### src/rtl/regfile_wb_writer_if.sv
// Writeback request channel from the datapath into the register-file writer.
//
// Handshake: a request transfers on a rising clock edge where req_valid and
// req_ready are both 1. req_ready comes only from the writer's registered
// queue occupancy and never depends on req_valid in the same cycle. The
// datapath holds req_addr/req_data stable while req_valid is high and
// req_ready is low.
interface regfile_wb_writer_if;
   logic        req_valid;
   logic        req_ready;
   logic [4:0]  req_addr;
   logic [31:0] req_data;

   // Datapath side
   modport master (
      output req_valid,
      output req_addr,
      output req_data,
      input  req_ready
   );

   // Writer side
   modport slave (
      input  req_valid,
      input  req_addr,
      input  req_data,
      output req_ready
   );
endinterface

### src/rtl/regfile_wb_writer.sv
// Register-file write-port controller: in-order writeback queue, one
// registered write (enc/addrc/datac) per cycle, plus a bypass lookup over
// every write that has been accepted but not yet committed.
module regfile_wb_writer #(
   parameter int DEPTH      = 4,
   parameter bit DISCARD_R0 = 1'b1
) (
   input  logic                     clock,
   input  logic                     reset,
   regfile_wb_writer_if.slave       req_if,
   input  logic                     hold,
   output logic                     enc,
   output logic [4:0]               addrc,
   output logic [31:0]              datac,
   input  logic [4:0]               byp_addr,
   output logic                     byp_hit,
   output logic [31:0]              byp_data,
   output logic [$clog2(DEPTH):0]   count,
   output logic                     idle
);
   localparam int PW = $clog2(DEPTH);
   localparam int CW = PW + 1;

   logic [4:0]    q_addr_q [DEPTH];
   logic [31:0]   q_data_q [DEPTH];
   logic [PW-1:0] wr_ptr_q;
   logic [PW-1:0] rd_ptr_q;
   logic [CW-1:0] count_q;
   logic [CW-1:0] count_d;
   logic          enc_q;
   logic [4:0]    addrc_q;
   logic [31:0]   datac_q;

   logic          drop;
   logic          push;
   logic          pop;
   logic          hit_d;
   logic [31:0]   hit_data_d;
   logic [PW-1:0] idx_d;

   // Ready is a pure function of occupancy so it cannot loop back through req_valid.
   assign req_if.req_ready = (count_q < CW'(DEPTH));

   // Writes to r0 complete the handshake but never occupy a queue slot.
   assign drop = DISCARD_R0 && (req_if.req_addr == 5'd0);
   assign push = req_if.req_valid && req_if.req_ready && !drop;
   assign pop  = (count_q != '0) && !hold;

   // Occupancy next-state: simultaneous push and pop leaves it unchanged.
   always_comb begin
      count_d = count_q;
      case ({push, pop})
         2'b10:   count_d = count_q + CW'(1);
         2'b01:   count_d = count_q - CW'(1);
         default: count_d = count_q;
      endcase
   end

   // Queue storage; contents are don't-care until count covers them, so no reset.
   always_ff @(posedge clock) begin
      if (push) begin
         q_addr_q[wr_ptr_q] <= req_if.req_addr;
         q_data_q[wr_ptr_q] <= req_if.req_data;
      end
   end

   // Pointers, occupancy and the registered write-port stage.
   always_ff @(posedge clock) begin
      if (reset) begin
         wr_ptr_q <= '0;
         rd_ptr_q <= '0;
         count_q  <= '0;
         enc_q    <= 1'b0;
         addrc_q  <= 5'd0;
         datac_q  <= 32'd0;
      end else begin
         count_q <= count_d;
         if (push) begin
            wr_ptr_q <= wr_ptr_q + PW'(1);
         end
         if (pop) begin
            rd_ptr_q <= rd_ptr_q + PW'(1);
            enc_q    <= 1'b1;
            addrc_q  <= q_addr_q[rd_ptr_q];
            datac_q  <= q_data_q[rd_ptr_q];
         end else begin
            enc_q    <= 1'b0;
         end
      end
   end

   // Bypass search: output stage lowest priority, then queue oldest-to-youngest
   // so the youngest matching entry is the one left standing.
   always_comb begin
      hit_d      = 1'b0;
      hit_data_d = 32'd0;
      idx_d      = '0;
      if (enc_q && (addrc_q == byp_addr)) begin
         hit_d      = 1'b1;
         hit_data_d = datac_q;
      end
      for (int i = 0; i < DEPTH; i++) begin
         idx_d = rd_ptr_q + PW'(i);
         if ((CW'(i) < count_q) && (q_addr_q[idx_d] == byp_addr)) begin
            hit_d      = 1'b1;
            hit_data_d = q_data_q[idx_d];
         end
      end
      if (DISCARD_R0 && (byp_addr == 5'd0)) begin
         hit_d      = 1'b0;
         hit_data_d = 32'd0;
      end
   end

   assign enc      = enc_q;
   assign addrc    = addrc_q;
   assign datac    = datac_q;
   assign byp_hit  = hit_d;
   assign byp_data = hit_data_d;
   assign count    = count_q;
   assign idle     = (count_q == '0) && !enc_q;
endmodule

### src/flat_wrapper.sv
// flat-port wrapper written by rule: the top's interface ports become plain ports
module regfile_wb_writer_flat 
#(
   parameter int DEPTH      = 4,
   parameter bit DISCARD_R0 = 1'b1
)
  (clock, reset, hold, enc, addrc, datac, byp_addr, byp_hit, byp_data, count, idle, req_if_req_valid, req_if_req_addr, req_if_req_data, req_if_req_ready);
  regfile_wb_writer_if req_if_i ();
  input  logic clock;
  input  logic reset;
  input  logic hold;
  output logic enc;
  output logic [4:0] addrc;
  output logic [31:0] datac;
  input  logic [4:0] byp_addr;
  output logic byp_hit;
  output logic [31:0] byp_data;
  output logic [$clog2(DEPTH):0] count;
  output logic idle;
  input wire logic [$bits(req_if_i.req_valid)-1:0] req_if_req_valid;
  input wire logic [$bits(req_if_i.req_addr)-1:0] req_if_req_addr;
  input wire logic [$bits(req_if_i.req_data)-1:0] req_if_req_data;
  output wire logic [$bits(req_if_i.req_ready)-1:0] req_if_req_ready;
  assign req_if_i.req_valid = req_if_req_valid;
  assign req_if_i.req_addr = req_if_req_addr;
  assign req_if_i.req_data = req_if_req_data;
  assign req_if_req_ready = req_if_i.req_ready;
  regfile_wb_writer #(.DEPTH(DEPTH), .DISCARD_R0(DISCARD_R0)) u_core (.clock(clock), .reset(reset), .req_if(req_if_i), .hold(hold), .enc(enc), .addrc(addrc), .datac(datac), .byp_addr(byp_addr), .byp_hit(byp_hit), .byp_data(byp_data), .count(count), .idle(idle));
endmodule
### config.mk
export PLATFORM = sky130hd
export DESIGN_NAME = regfile_wb_writer_flat
export DESIGN_NICKNAME = d
export VERILOG_FILES = /design/src/rtl/regfile_wb_writer_if.sv /design/src/rtl/regfile_wb_writer.sv /design/src/flat_wrapper.sv
export SDC_FILE = /design/constraint.sdc
export NUM_CORES = 1
export LEC_CHECK = 0
export CAP_MARGIN = 20
export CORE_AREA = 5 5 144 146
export CTS_CLUSTER_SIZE = 25
export DETAILED_ROUTE_END_ITERATION = 8
export DIE_AREA = 0 0 149 151
export PLACE_DENSITY = 0.85
export SLEW_MARGIN = 20
export SYNTH_ARGS = -nofsm -noshare
export SYNTH_HDL_FRONTEND = slang
export SYNTH_SLANG_ARGS = --single-unit
export TNS_END_PERCENT = 5
### constraint.sdc
create_clock -name clock -period 8.3 [get_ports clock]
set_input_delay 1.66 -clock clock [delete_from_list [all_inputs] [get_ports clock]]
set_output_delay 1.66 -clock clock [all_outputs]
set_load 0.02 [all_outputs]
==> results_dict.tcl <==
set metrics [dict create \
    seqPwrFrac_pct 37.8 \
    fmax_mhz 141 \
    clock_path_buffers 2 \
    r2r_slack_ns 5.86 \
    grt_usage_pct 27.5 \
    instances_no_fill 1300 \
    synth_top_area_share_pct 37.9 \
    core_um2 19300 \
    drt_iter0_markers 1051 \
    ys_async_sr_fraction_pct 0 \
    grt_pass1_wl_mm 47.8 \
    syn_inst 954 \
    final-hold-violation-count 0 \
    viasPerCell 6.76 \
    worstPathMaxFanout 31 \
    grt_max_degree 110 \
    rsz0062_at_grt "no" \
    fin_skew_ns 0.00936 \
    timing.final.crit_period_ns 7.10 \
    port_buffers 121 \
    area_growth_pct 15.3 \
    postCtsSetupBuffers 0 \
    drc 0 \
    ys_seq_area_share_pct 45.9 \
    clk_pin_slew_ns 0.07 \
    swShare_pct 36.8 \
    ant_nets 0 \
    rows 51 \
    avgSynthCellArea_um2 12.3 \
    firstDrtPassIters 8 \
    synthFlopType "edfxtp_1" \
    synth_nets 1009 \
    timing.hold.ws_ns 0.476 \
    grt_pass1_vias 8812 \
    switchingPower_w 0.00134 \
    cts_tree "built" \
    cp-start-kind "input pin" \
    drt-wirelength-per-cell_um 23.5 \
    leakage_nw 4.09 \
    hp-class "reg -> reg" \
    die_w_um 149 \
    power_frac_clock_pct 20.6 \
    maxCapViolations 0 \
    setup_viol 0 \
    period_share_pct 85.6 \
    fin_nets 1077 \
    wl_mm 30.5 \
    p_comb_share_pct 41.6 \
    cts-resized-gates 0 \
    ir_drop_v 0.000186 \
    internal_power_w 0.00231 \
    antenna_found_initial 0 \
    dpl.hpwl_mm 18.5 \
    outcome "finished, final reports clean" \
    p_per_area_nw_per_um2 270 \
    numCtsBuffers 17 \
    dp.cells 1268 \
    gp_congestion 0.859 \
    nFillCells 1337 \
    io_pins 122 \
    htree_num_levels 4 \
    finalMaxSlewViolations 0 \
    fin_tns_setup_ns 0 \
    yosys_warnings 0 \
    root_buffer "clkbuf_16" \
    fp.dieArea_um2 22500 \
    cts_sinks 195 \
    vias 8790 \
    cts_hold_buf 0 \
    tightest_slew_ns 1.13 \
    cp-end-kind "output port" \
    yosys.area.top_type "edfxtp_1" \
    synth-edff-count 148 \
    initial_core_util_pct 60.9 \
    synthTopCellsByArea "edfxtp_1 (38%), mux4_2 (16%), dfxtp_1 (8.0%)" \
    crit_type "in -> out" \
    slew_headroom_pct 24.8 \
    cp.required_ns 6.64 \
    drive_gt1_share_pct 19.2 \
    grt.overflow.total 0 \
    ys_ff_latch 195 \
    cp.arrival_ns 5.44 \
    ys_types 57 \
    die_h_um 151 \
    clk_latency_ns 0.44 \
    netlist_area_um2 11700 \
    antenna-diode-count 0 \
]
## sequential cells by signal, summed over array words and instances, names as in the netlist, named ones only
register,cells
u_core.q_addr_q,20
u_core.addrc,5
u_core.enc,1
u_core.datac,32
u_core.count,3
u_core.q_data_q,128
u_core.rd_ptr_q,2
u_core.wr_ptr_q,2
## cell type report
class                      count  area (um2)  area share [%]
clock buffer                  24         473            3.49
clock inverter                 8        53.8           0.397
inverter                      14        52.6           0.388
multi-input combinational    656        5890            43.5
sequential                   195        5400            39.9
tap                          265         332            2.45
timing repair buffer         138        1340            9.88
## synth_stat cells (2+ instances only)
master / n
nor3_1: 3
nand2_1: 109
a31oi_1: 3
buf_2: 21
o21ai_1: 2
a21oi_1: 68
o22ai_1: 4
clkbuf_1: 44
ha_1: 9
o21ai_0: 30
inv_1: 14
a221oi_1: 19
mux4_2: 83
a211oi_1: 5
nand2b_1: 6
xor2_1: 9
o31ai_1: 4
nand3_1: 3
buf_1: 9
a221oi_2: 10
nor4_1: 4
nor4b_1: 29
or3_1: 7
and3_1: 3
or2_2: 2
xnor2_1: 14
nor2_1: 70
buf_6: 9
a21oi_2: 2
mux2_2: 33
edfxtp_1: 148
nor3b_1: 2
o32ai_1: 20
o32ai_2: 9
mux2i_1: 71
and2_1: 5
dfxtp_1: 47
buf_4: 5
## metrics by stage
step / util [%] / power, W / setup slack (ns) / instance area, um2
global placement: 67.5 / 0.00286 / 1.46 / 13000
CTS: 70.2 / 0.00365 / 1.36 / 13500
global route: 70.2 / 0.00384 / 1.18 / 13500
finish: 70.2 / 0.00365 / 1.20 / 13500
detailed placement: 67.5 / 0.00290 / 1.46 / 13000
floorplan: - / 0.00246 / 2.97 / 11700
## placed cells by master, fill, tap and decap left out, types with 3 or more instances in the layout
master	instances
a211oi_1	5
a21oi_1	68
a221oi_1	19
a221oi_2	10
a31oi_1	3
and2_4	3
and3_1	3
buf_4	16
clkbuf_1	6
clkbuf_16	18
clkdlybuf4s50_1	120
clkinv_2	3
dfxtp_1	43
edfxtp_1	148
ha_1	9
inv_1	14
mux2_2	33
mux2i_1	71
mux4_2	83
nand2_1	109
nand2b_1	6
nand3_1	3
nor2_1	69
nor2_4	3
nor3_1	3
nor4_1	4
nor4b_1	29
o21ai_0	30
o22ai_1	4
o31ai_1	4
o32ai_1	20
o32ai_2	9
or3_1	7
xnor2_1	14
xor2_1	8
## logic make-up (layout without fill, tap and decap cells)
logic type      after synthesis  after routing  synth area share (%)
compound gates              187            187                  11.7
xor+xnor                     23             23                  1.72
fa+ha+maj                     9              9                 0.959
buf+inv                     103            184                  4.26
flops                       195            195                  45.9
mux                         188            188                  25.3
simple gates                249            249                  10.2
## path summary, 6_finish.rpt
| check | depth (start not counted) | to | from |
|---|---|---|---|
| min | 2 | u_core.datac[13] | u_core.datac[13] |
| min reg2reg | 2 | u_core.datac[13] | u_core.datac[13] |
| max | 9 | byp_data[12] | byp_addr[0] |
| max reg2reg | 10 | register | u_core.count[0] |
## power groups by stage
stage | combinational [W] | sequential, W | clock (W)
after global placement | 0.00147 | 0.00139 | 0
after floorplan | 0.00112 | 0.00134 | 0
final | 0.00152 | 0.00138 | 0.000754
after CTS | 0.00151 | 0.00138 | 0.000758
after detailed placement | 0.00150 | 0.00140 | 0
after global routing | 0.00163 | 0.00140 | 0.000802
## critical path: stages
cell and delay [ns]:
clkdlybuf4s50_1 0.78, inv_1 0.15, a222oi_1 0.51, o211ai_1 0.20, nor3_1 0.58, or3_1 0.22
buf_4 0.45, o22ai_1 0.27, clkdlybuf4s50_1 0.60
## metal layers
layer	track usage (%)	routed length (um)	vias up
li1	-	-	3873
met1	33.4	11200	4291
met2	46.7	15300	532
met3	6.88	3100	94
met4	12.6	1030	0
met5	0	0	-
(Power assumes the default switching activity.)
